[src/rtl/mdu_pkg.sv]
// mult_div_unit shared types: op encodings, FSM states, op helpers.
// Divide support is enabled by defining MDU_DIV_EN.
package mdu_pkg;

  localparam logic [1:0] ENC_MULTU = 2'b00;
  localparam logic [1:0] ENC_MULT  = 2'b01;
  localparam logic [1:0] ENC_DIVU  = 2'b10;
  localparam logic [1:0] ENC_DIV   = 2'b11;

  typedef enum logic [1:0] {
    OP_MULTU = ENC_MULTU,
    OP_MULT  = ENC_MULT,
    OP_DIVU  = ENC_DIVU,
    OP_DIV   = ENC_DIV
  } mdu_op_t;

  typedef enum logic [1:0] {
    S_IDLE = 2'b00,
    S_CALC = 2'b01,
    S_FIN  = 2'b10
  } mdu_state_t;

  function automatic logic op_signed(mdu_op_t op);
    return (op == OP_MULT) || (op == OP_DIV);
  endfunction

  function automatic logic op_is_div(mdu_op_t op);
    return (op == OP_DIVU) || (op == OP_DIV);
  endfunction

endpackage

[src/rtl/mult_div_unit_if.sv]
// Request/response bundle between the pipeline and mult_div_unit.
// The MDU sits on the slave side; the pipeline drives the master side.
interface mult_div_unit_if #(
  parameter int WIDTH = 32
);
  logic             start;
  logic [1:0]       op;
  logic [WIDTH-1:0] src_a;
  logic [WIDTH-1:0] src_b;
  logic             hi_we;
  logic             lo_we;
  logic [WIDTH-1:0] wdata;
  logic             busy;
  logic             done;
  logic             div_zero;
  logic [WIDTH-1:0] hi;
  logic [WIDTH-1:0] lo;

  modport master (
    output start, op, src_a, src_b,
    output hi_we, lo_we, wdata,
    input  busy, done, div_zero, hi, lo
  );

  modport slave (
    input  start, op, src_a, src_b,
    input  hi_we, lo_we, wdata,
    output busy, done, div_zero, hi, lo
  );
endinterface

[src/rtl/mdu_step.sv]
// One radix-2 step of the MDU engine over a {upper, lower} accumulator.
// Restoring divide step is compiled only when MDU_DIV_EN is defined.
module mdu_step #(
  parameter int WIDTH = 32
) (
`ifdef MDU_DIV_EN
  input  logic               div_i,
`endif
  input  logic [2*WIDTH:0]   acc_i,
  input  logic [WIDTH-1:0]   b_i,
  output logic [2*WIDTH:0]   acc_o
);

  logic [WIDTH:0]   sum;
  logic [2*WIDTH:0] mul;
`ifdef MDU_DIV_EN
  logic [2*WIDTH:0] sh;
  logic [WIDTH:0]   diff;
  logic [2*WIDTH:0] dv;
`endif

  always_comb begin
    sum = acc_i[2*WIDTH:WIDTH]
        + (acc_i[0] ? {1'b0, b_i} : '0);
    mul = {1'b0, sum, acc_i[WIDTH-1:1]};
`ifdef MDU_DIV_EN
    sh   = {acc_i[2*WIDTH-1:0], 1'b0};
    diff = sh[2*WIDTH:WIDTH] - {1'b0, b_i};
    // borrow out means the trial subtract failed: keep shifted value
    dv   = diff[WIDTH] ? sh
         : {diff, sh[WIDTH-1:1], 1'b1};
    acc_o = div_i ? dv : mul;
`else
    acc_o = mul;
`endif
  end

endmodule

[src/rtl/mult_div_unit.sv]
// Multi-cycle multiply/divide unit with architectural HI/LO.
// Define MDU_DIV_EN to build the divide datapath.
module mult_div_unit
  import mdu_pkg::*;
#(
  parameter int WIDTH = 32
) (
  input  logic            clk,
  input  logic            rst,
  mult_div_unit_if.slave  mdu
);

  localparam int CW = $clog2(WIDTH);

  mdu_state_t       state_q, state_d;
  logic [CW-1:0]    cnt_q, cnt_d;
  logic [2*WIDTH:0] acc_q, acc_d, step_acc;
  logic [WIDTH-1:0] b_q, b_d;
  logic [WIDTH-1:0] hi_q, hi_d;
  logic [WIDTH-1:0] lo_q, lo_d;
  logic             neg_q, neg_d;
  logic             dz_q, dz_d;
  logic             done_q, done_d;
  logic             dzo_q, dzo_d;
`ifdef MDU_DIV_EN
  logic             div_q, div_d;
  logic             rneg_q, rneg_d;
  logic [WIDTH-1:0] quo, rem;
`endif

  mdu_op_t          op_in;
  logic             sgn_in;
  logic [WIDTH-1:0] a_mag, b_mag;
  logic [2*WIDTH-1:0] prod;

  mdu_step #(.WIDTH(WIDTH)) u_step (
`ifdef MDU_DIV_EN
    .div_i (div_q),
`endif
    .acc_i (acc_q),
    .b_i   (b_q),
    .acc_o (step_acc)
  );

  assign op_in  = mdu_op_t'(mdu.op);
  assign sgn_in = op_signed(op_in);

  always_comb begin
    state_d = state_q;
    cnt_d   = cnt_q;
    acc_d   = acc_q;
    b_d     = b_q;
    hi_d    = hi_q;
    lo_d    = lo_q;
    neg_d   = neg_q;
    dz_d    = dz_q;
    done_d  = 1'b0;
    dzo_d   = 1'b0;
`ifdef MDU_DIV_EN
    div_d   = div_q;
    rneg_d  = rneg_q;
    quo     = '0;
    rem     = '0;
`endif
    a_mag   = (sgn_in && mdu.src_a[WIDTH-1])
            ? -mdu.src_a : mdu.src_a;
    b_mag   = (sgn_in && mdu.src_b[WIDTH-1])
            ? -mdu.src_b : mdu.src_b;
    prod    = '0;

    unique case (state_q)
      S_IDLE: begin
        if (mdu.hi_we) hi_d = mdu.wdata;
        if (mdu.lo_we) lo_d = mdu.wdata;
        if (mdu.start) begin
          acc_d = {{(WIDTH+1){1'b0}}, a_mag};
          b_d   = b_mag;
          cnt_d = CW'(WIDTH-1);
          neg_d = sgn_in
                & (mdu.src_a[WIDTH-1] ^ mdu.src_b[WIDTH-1]);
          dz_d  = 1'b0;
          state_d = S_CALC;
`ifdef MDU_DIV_EN
          div_d  = op_is_div(op_in);
          rneg_d = sgn_in & mdu.src_a[WIDTH-1];
          if (op_is_div(op_in) && (mdu.src_b == '0)) begin
            dz_d    = 1'b1;
            state_d = S_FIN;
          end
`else
          // without the divider, divide ops report as unsupported
          if (op_is_div(op_in)) begin
            dz_d    = 1'b1;
            state_d = S_FIN;
          end
`endif
        end
      end
      S_CALC: begin
        acc_d = step_acc;
        cnt_d = cnt_q - 1'b1;
        if (cnt_q == '0) state_d = S_FIN;
      end
      S_FIN: begin
        state_d = S_IDLE;
        done_d  = 1'b1;
        if (dz_q) begin
          dzo_d = 1'b1;
`ifdef MDU_DIV_EN
        end else if (div_q) begin
          quo  = acc_q[WIDTH-1:0];
          rem  = acc_q[2*WIDTH-1:WIDTH];
          lo_d = neg_q  ? -quo : quo;
          hi_d = rneg_q ? -rem : rem;
`endif
        end else begin
          prod = acc_q[2*WIDTH-1:0];
          if (neg_q) prod = -prod;
          hi_d = prod[2*WIDTH-1:WIDTH];
          lo_d = prod[WIDTH-1:0];
        end
      end
      default: state_d = S_IDLE;
    endcase
  end

  always_ff @(posedge clk) begin
    if (rst) begin
      state_q <= S_IDLE;
      cnt_q   <= '0;
      acc_q   <= '0;
      b_q     <= '0;
      hi_q    <= '0;
      lo_q    <= '0;
      neg_q   <= 1'b0;
      dz_q    <= 1'b0;
      done_q  <= 1'b0;
      dzo_q   <= 1'b0;
`ifdef MDU_DIV_EN
      div_q   <= 1'b0;
      rneg_q  <= 1'b0;
`endif
    end else begin
      state_q <= state_d;
      cnt_q   <= cnt_d;
      acc_q   <= acc_d;
      b_q     <= b_d;
      hi_q    <= hi_d;
      lo_q    <= lo_d;
      neg_q   <= neg_d;
      dz_q    <= dz_d;
      done_q  <= done_d;
      dzo_q   <= dzo_d;
`ifdef MDU_DIV_EN
      div_q   <= div_d;
      rneg_q  <= rneg_d;
`endif
    end
  end

  assign mdu.busy     = (state_q != S_IDLE);
  assign mdu.done     = done_q;
  assign mdu.div_zero = dzo_q;
  assign mdu.hi       = hi_q;
  assign mdu.lo       = lo_q;

endmodule

[src/flat_wrapper.sv]
// flat-port wrapper written by rule: the top's interface ports become plain ports
module mult_div_unit_flat import mdu_pkg::*;
#(
  parameter int WIDTH = 32
)
  (clk, rst, mdu_start, mdu_op, mdu_src_a, mdu_src_b, mdu_hi_we, mdu_lo_we, mdu_wdata, mdu_busy, mdu_done, mdu_div_zero, mdu_hi, mdu_lo);
  mult_div_unit_if #(.WIDTH(WIDTH)) mdu_i ();
  input  logic clk;
  input  logic rst;
  input wire logic [$bits(mdu_i.start)-1:0] mdu_start;
  input wire logic [$bits(mdu_i.op)-1:0] mdu_op;
  input wire logic [$bits(mdu_i.src_a)-1:0] mdu_src_a;
  input wire logic [$bits(mdu_i.src_b)-1:0] mdu_src_b;
  input wire logic [$bits(mdu_i.hi_we)-1:0] mdu_hi_we;
  input wire logic [$bits(mdu_i.lo_we)-1:0] mdu_lo_we;
  input wire logic [$bits(mdu_i.wdata)-1:0] mdu_wdata;
  output wire logic [$bits(mdu_i.busy)-1:0] mdu_busy;
  output wire logic [$bits(mdu_i.done)-1:0] mdu_done;
  output wire logic [$bits(mdu_i.div_zero)-1:0] mdu_div_zero;
  output wire logic [$bits(mdu_i.hi)-1:0] mdu_hi;
  output wire logic [$bits(mdu_i.lo)-1:0] mdu_lo;
  assign mdu_i.start = mdu_start;
  assign mdu_i.op = mdu_op;
  assign mdu_i.src_a = mdu_src_a;
  assign mdu_i.src_b = mdu_src_b;
  assign mdu_i.hi_we = mdu_hi_we;
  assign mdu_i.lo_we = mdu_lo_we;
  assign mdu_i.wdata = mdu_wdata;
  assign mdu_busy = mdu_i.busy;
  assign mdu_done = mdu_i.done;
  assign mdu_div_zero = mdu_i.div_zero;
  assign mdu_hi = mdu_i.hi;
  assign mdu_lo = mdu_i.lo;
  mult_div_unit #(.WIDTH(WIDTH)) u_core (.clk(clk), .rst(rst), .mdu(mdu_i));
endmodule
[config.mk]
export PLATFORM = sky130hd
export DESIGN_NAME = mult_div_unit_flat
export DESIGN_NICKNAME = d
export VERILOG_FILES = /design/src/rtl/mdu_pkg.sv /design/src/rtl/mult_div_unit_if.sv /design/src/rtl/mdu_step.sv /design/src/rtl/mult_div_unit.sv /design/src/flat_wrapper.sv
export SDC_FILE = /design/constraint.sdc
export NUM_CORES = 1
export LEC_CHECK = 0
export ABC_CLOCK_PERIOD_IN_PS = 6100
export BUFFER_PORTS_ARGS = -buffer_cell sky130_fd_sc_hd__buf_2
export CAP_MARGIN = 20
export CELL_PAD_IN_SITES_DETAIL_PLACEMENT = 1
export CELL_PAD_IN_SITES_GLOBAL_PLACEMENT = 1
export CORE_MARGIN = 2
export CORE_UTILIZATION = 44
export DETAILED_ROUTE_END_ITERATION = 8
export GPL_ROUTABILITY_DRIVEN = 0
export HOLD_SLACK_MARGIN = 0.06
export PLACE_DENSITY = 0.81
export SETUP_SLACK_MARGIN = 0.02
export SLEW_MARGIN = 20
export SYNTH_ARGS = -nofsm -noshare
export SYNTH_HDL_FRONTEND = slang
export SYNTH_SLANG_ARGS = --single-unit
[constraint.sdc]
create_clock -name clk -period 6.1 [get_ports clk]
set_clock_uncertainty 0.15 [all_clocks]
set_input_delay 1.525 -clock clk [delete_from_list [all_inputs] [get_ports clk]]
set_output_delay 1.525 -clock clk [all_outputs]
set_load 0.005 [all_outputs]
[After elaboration in Yosys (flattened, before gate mapping)]
Cells that the tools add are included.
Word-level totals
  register bits: 172
  word-level logic and storage cells: 64
  output and inout port bits: 67
  input bits: 103
Cells by class
  equality and inequality tests: 10
  $add $sub $neg: 5
  muxes and demuxes: 21
  bitwise operators: 3
  reductions and logical operators: 15
Operators with widths (count)
  $mux 32: 7
  $pmux 65 s2: 1
  $pmux 32 s2: 2
  $mux 65: 1
  $mux 64: 1
  $neg 32->32: 2
  $neg 64->64: 1
  $add 33x33->33: 1
  $pmux 5 s2: 1
  $ne 2x2->1 const B: 4
  $eq 2x2->1 const B: 3
  $mux 2: 3
  $reduce_and 2->1: 3
  $reduce_and 3->1: 2
  $reduce_bool 2->1: 3
  $logic_not 5->1: 1
  $mux 5: 1
  $sub 5x1->5 const B: 1
  $eq 2x1->1 const B: 2
  $pmux 2 s2: 1
  $mux 1: 3
  $logic_and 1x1->1: 2
  $logic_not 2->1: 1
  $logic_or 1x1->1: 2
  other kinds (5): 5

[Longest topological paths before layout]
  depth in word-level cells: 6
  gate-level depth with buffers: 14
  mapped depth without buffers: 12

[Modules after synthesis]
From an unflattened synthesis, not the netlist that was laid out.
Unflattened totals
  cell total of the unflattened synthesis: 1591
  area total of the unflattened synthesis: 12004.0 µm²
By module, submodules not included
  mult_div_unit: cells an instance 1272, sequential area each 3443.3 µm², instances 1, area each 9784.4 µm²
  mdu_step: cells an instance 319, sequential area each 0.0 µm², instances 1, area each 2219.6 µm²

[Worst setup path before layout]
Ideal clock, no wire load.
  path kind: input -> register
  from: input port mdu_src_b[4]
  to: register u_core.b_q[29]
  buffers on the path: 0
  setup slack: 2163 ps
  setup time: 86 ps
  data required time: 5864 ps
  arrival time: 3701 ps
  stages: 8
  cell sequence: nor4_1 nor4b_1 nand3_1 nor4_1 and2_1 a21oi_1 xnor2_1 a211oi_1
Between the ends
  longest elaborated chain between the ends: 2
RTL lines
  start: declaration: line flat_wrapper.sv:13  | input wire logic [$bits(mdu_i.src_b)-1:0] mdu_src_b;
  $neg 32->32: line mult_div_unit.sv:68  | ? -mdu.src_b : mdu.src_b;
  $mux 32: line mult_div_unit.sv:68
  end signal: assignment: line mult_div_unit.sv:132  | b_q <= '0;
  end signal: assignment: line mult_div_unit.sv:147  | b_q <= b_d;
  end: declaration: line mult_div_unit.sv:18  | logic [WIDTH-1:0] b_q, b_d;
No other way between the ends.
A chain may end at the register's enable or synchronous reset.

[Final worst setup path]
  from: register u_core.acc_q[0]
  to: register u_core.acc_q[56]
Between the ends
  longest elaborated chain between the ends: 3
RTL lines
  start: declaration: line mult_div_unit.sv:17  | logic [2*WIDTH:0] acc_q, acc_d, step_acc;
  start signal: assignment: line mult_div_unit.sv:131  | acc_q <= '0;
  start signal: assignment: line mult_div_unit.sv:146  | acc_q <= acc_d;
  $mux 32: line mdu_step.sv:24  | + (acc_i[0] ? {1'b0, b_i} : '0);
  $add 33x33->33: line mdu_step.sv:24
  $pmux 65 s2: line mult_div_unit.sv:71  | unique case (state_q)
No other way between the ends.

==> impl_metrics.tcl <==
set metrics [dict create \
    wirelength_mm 38.02 \
    hold_path_depth 2 \
    floorplan.initialDensity_pct 45.02 \
    max-cap-violations 0 \
    ctsHtreeMaxLevel 4 \
    grt_use_total_pct 28.77 \
    postCtsHoldBufs 0 \
    worst_r2r_path_depth 11 \
    ir_worst_vdd_mv 0.1601 \
    worst_setup_path_start "u_core.acc_q[0]$_SDFFE_PP0P_" \
    hpwlAfterDp_mm 28.49 \
    synthXorXnorAreaFrac_pct 10.34 \
    critical_path.top_delay_family "compound AO/OA/AOI/OAI gates" \
    timing.final.hold_violations 0 \
    grt_max_degree 90 \
    critical-path-max-stage-delay_ps 630 \
    layout.cells.most_common "nor2_1" \
    synthesis.instances 1444 \
    firstDrtPassIters 5 \
    worst_pin_slew_ps 1012 \
    critical_path_cell_count 11 \
    cts-buffers-inserted 17 \
    final_cell_mix "nor2_1, dfxtp_1, buf_2, a21oi_1, nand2_1" \
    finish.net_count 1693 \
    drt-met1-wl_mm 18.35 \
    synth_edf_count 0 \
    worstPathBufferInverterCount 1 \
    rows 57 \
    pwr_density_cell_nw_per_um2 245.0 \
    worst_path_most_repeated_cell "a21oi_1" \
    ys_async_sr_fraction_pct 0 \
    synthMuxAreaShare_pct 0.1818 \
    required_ps 6280 \
    postRouteAntennaNets 0 \
    layout_worst_path_cycle_share_pct 69.32 \
    io_pins 170 \
    max_frequency_mhz 236.5 \
    total_leakage_power_uw 0.005054 \
    first_global_vias 11220 \
    area_share_of_and_or_nand_nor_cells_after_synthesis_pct 22.74 \
    area_taken_by_flip_flops_and_latches_um2 3425 \
    via_per_inst 5.953 \
    vias 11250 \
    grt_antenna_before_repair 0 \
    outcome "finished clean" \
    root_buffer "clkbuf_16" \
    worstSetupStartpointType "flip-flop" \
    hold_path_startpoint "u_core.mdu.hi[6]$_SDFFE_PP0P_" \
    die_width_um 162.2 \
    final_layout_size_suffix_gt1_share_pct 15.21 \
    power.total_uw 3083 \
    clk_pin_slew_worst_paths_ps 70 \
    antenna_cells 0 \
    ys.flop_type "dfxtp_1" \
    area_overhead_vs_synth_pct 14.29 \
    met3_length_mm 1.672 \
    clock_sinks 171 \
    synth.avg_cell_area_um2 7.626 \
    post_cts_resize_count 0 \
    max_slew_margin_pct 32.37 \
    synth_top_family_by_area "compound AO/OA/AOI/OAI gates" \
    die-height_um 162.2 \
    mappedNetlistNets 1585 \
    synth-seq-cells 171 \
    post-cts-setup-buffer-count 0 \
    drc_errors_left 0 \
    area_of_combinational_cells_with_multiple_inputs_um2 7163 \
    post_syn_area_um2 11010 \
    critical_path.endpoint_type "flip-flop" \
    critical_path.slowest_cell "a2111oi_0" \
    netlist-cell-type-count 61 \
    routed.top_layer "met4" \
    final-max-slew-violation-count 0 \
    route.detailed.wl_per_inst_um 20.12 \
    layout_min_cycle_time_ps 4229 \
    yosys_warnings 0 \
    core_area_um2 24460 \
    drt-initial-drc-count 940 \
    tritoncts "yes" \
    grt_setup_unrepaired "no" \
    tns_ps 0 \
    max_fo_critical_path 32 \
    synth_fa_ha_area_share_pct 4.386 \
    grt.overflow.total 0 \
    critical_path_class "reg -> reg" \
    reg2reg_from "u_core.acc_q[0]$_SDFFE_PP0P_" \
    io_buffers 169 \
    met2_wirelength_mm 16.91 \
    fill_cells 3101 \
    yosysSeqAreaShare_pct 31.09 \
    critical_path_arrival_ps 4410 \
    clk_path_buf_depth 2 \
    synth_compound_area_share_pct 27.19 \
    clk-insertion-delay-late_ps 450 \
    timing.final.setup_violations 0 \
    die_area_um2 26310 \
    timing.hold.worst.class "reg -> reg" \
    global_route_wire_length_before_repair_mm 60.44 \
    crit_path_cell_trace "buf_4, and2_1, ha_1, a21oi_1, nor2_1, a2111oi_0, a211oi_1, o21ai_0, a21oi_1, or3_1, a32o_1" \
]
==> path summary, 6_finish.rpt <==
| check | end | slack (ps) |
|---|---|---|
| worst max-delay path | u_core.acc_q[56]$_SDFFE_PP0P_ | 1870 |
| worst max register to register | u_core.acc_q[56]$_SDFFE_PP0P_ | 1870 |
| worst min register to register | u_core.mdu.hi[6]$_SDFFE_PP0P_ | 310 |
| worst min-delay path | u_core.mdu.hi[6]$_SDFFE_PP0P_ | 310 |
==> through the flow <==
step | setup slack, ps | area, µm² | hold WS, ps | std cells | utilization, %
after global placement | 1735 | 12020 | 289.1 | 1856 | 49.12
after floorplan | 2163 | 11010 | 277.3 | 1444 | -
after CTS | 1938 | 12580 | 305.4 | 1888 | 51.42
after detailed placement | 1685 | 12020 | 295.3 | 1856 | 49.14
after global routing | 1649 | 12590 | 328.1 | 1889 | 51.45
final | 1871 | 12590 | 305.6 | 1889 | 51.45
==> synth_stat cells, types with 37 or more instances <==
cell      count  area share (%)
nand2_1     136             4.6
a21oi_1     160             7.3
xnor2_1      50             4.0
nor2_1      172             5.9
dfxtp_1     171              31
ha_1         37             4.2
o21ai_0      67             3.0
nand3_1      38             1.7
and2_1       37             2.1
clkbuf_1     82             2.8
a211oi_1     69             4.7
xor2_1       80             6.4
==> metal layers <==
layer	up-vias	global-route usage, %
met2	298	44.68
met4	0	10.22
met5	-	0
li1	5440	-
met3	67	3.498
met1	5441	41.11
==> power by group <==
group / internal, µW / switching, µW
Clock: 539 / 531
Sequential: 1210 / 92.6
Combinational: 261 / 448
==> flip-flops by register name (all words and copies together), names as in the netlist <==
| signal | flops |
|---|---|
| u_core.cnt_q | 5 |
| u_core.mdu.div_zero | 1 |
| u_core.state_q | 2 |
| u_core.dz_q | 1 |
| u_core.neg_q | 1 |
| u_core.acc_q | 64 |
| u_core.mdu.hi | 32 |
| u_core.b_q | 32 |
| u_core.mdu.done | 1 |
| u_core.mdu.lo | 32 |
==> worst register-to-register path, stage by stage (launching register included) <==
cell and delay (ps):
dfxtp_1 470, buf_4 330, and2_1 190, ha_1 290, a21oi_1 270, nor2_1 90, a2111oi_0 630, a211oi_1 240
o21ai_0 610, a21oi_1 210, or3_1 390, a32o_1 260
==> logic make-up after synthesis <==
group                      count (synthesis)
adders and majority gates                 38
DFF                                      171
buffers and inverters                    117
xor gates and xnor gates                 130
and+or+nand+nor                          524
muxes                                      2
AOI/OAI and AO/OA                        462
==> layout make-up <==
class	instances	area share, %
Multi-Input combinational cell	1156	56.91
Sequential cell	171	27.21
Timing Repair Buffer	182	7.516
Clock buffer	17	3.380
Tap cell	324	3.221
Clock inverter	15	1.044
Inverter	24	0.7158
(Power assumes the default switching activity.)
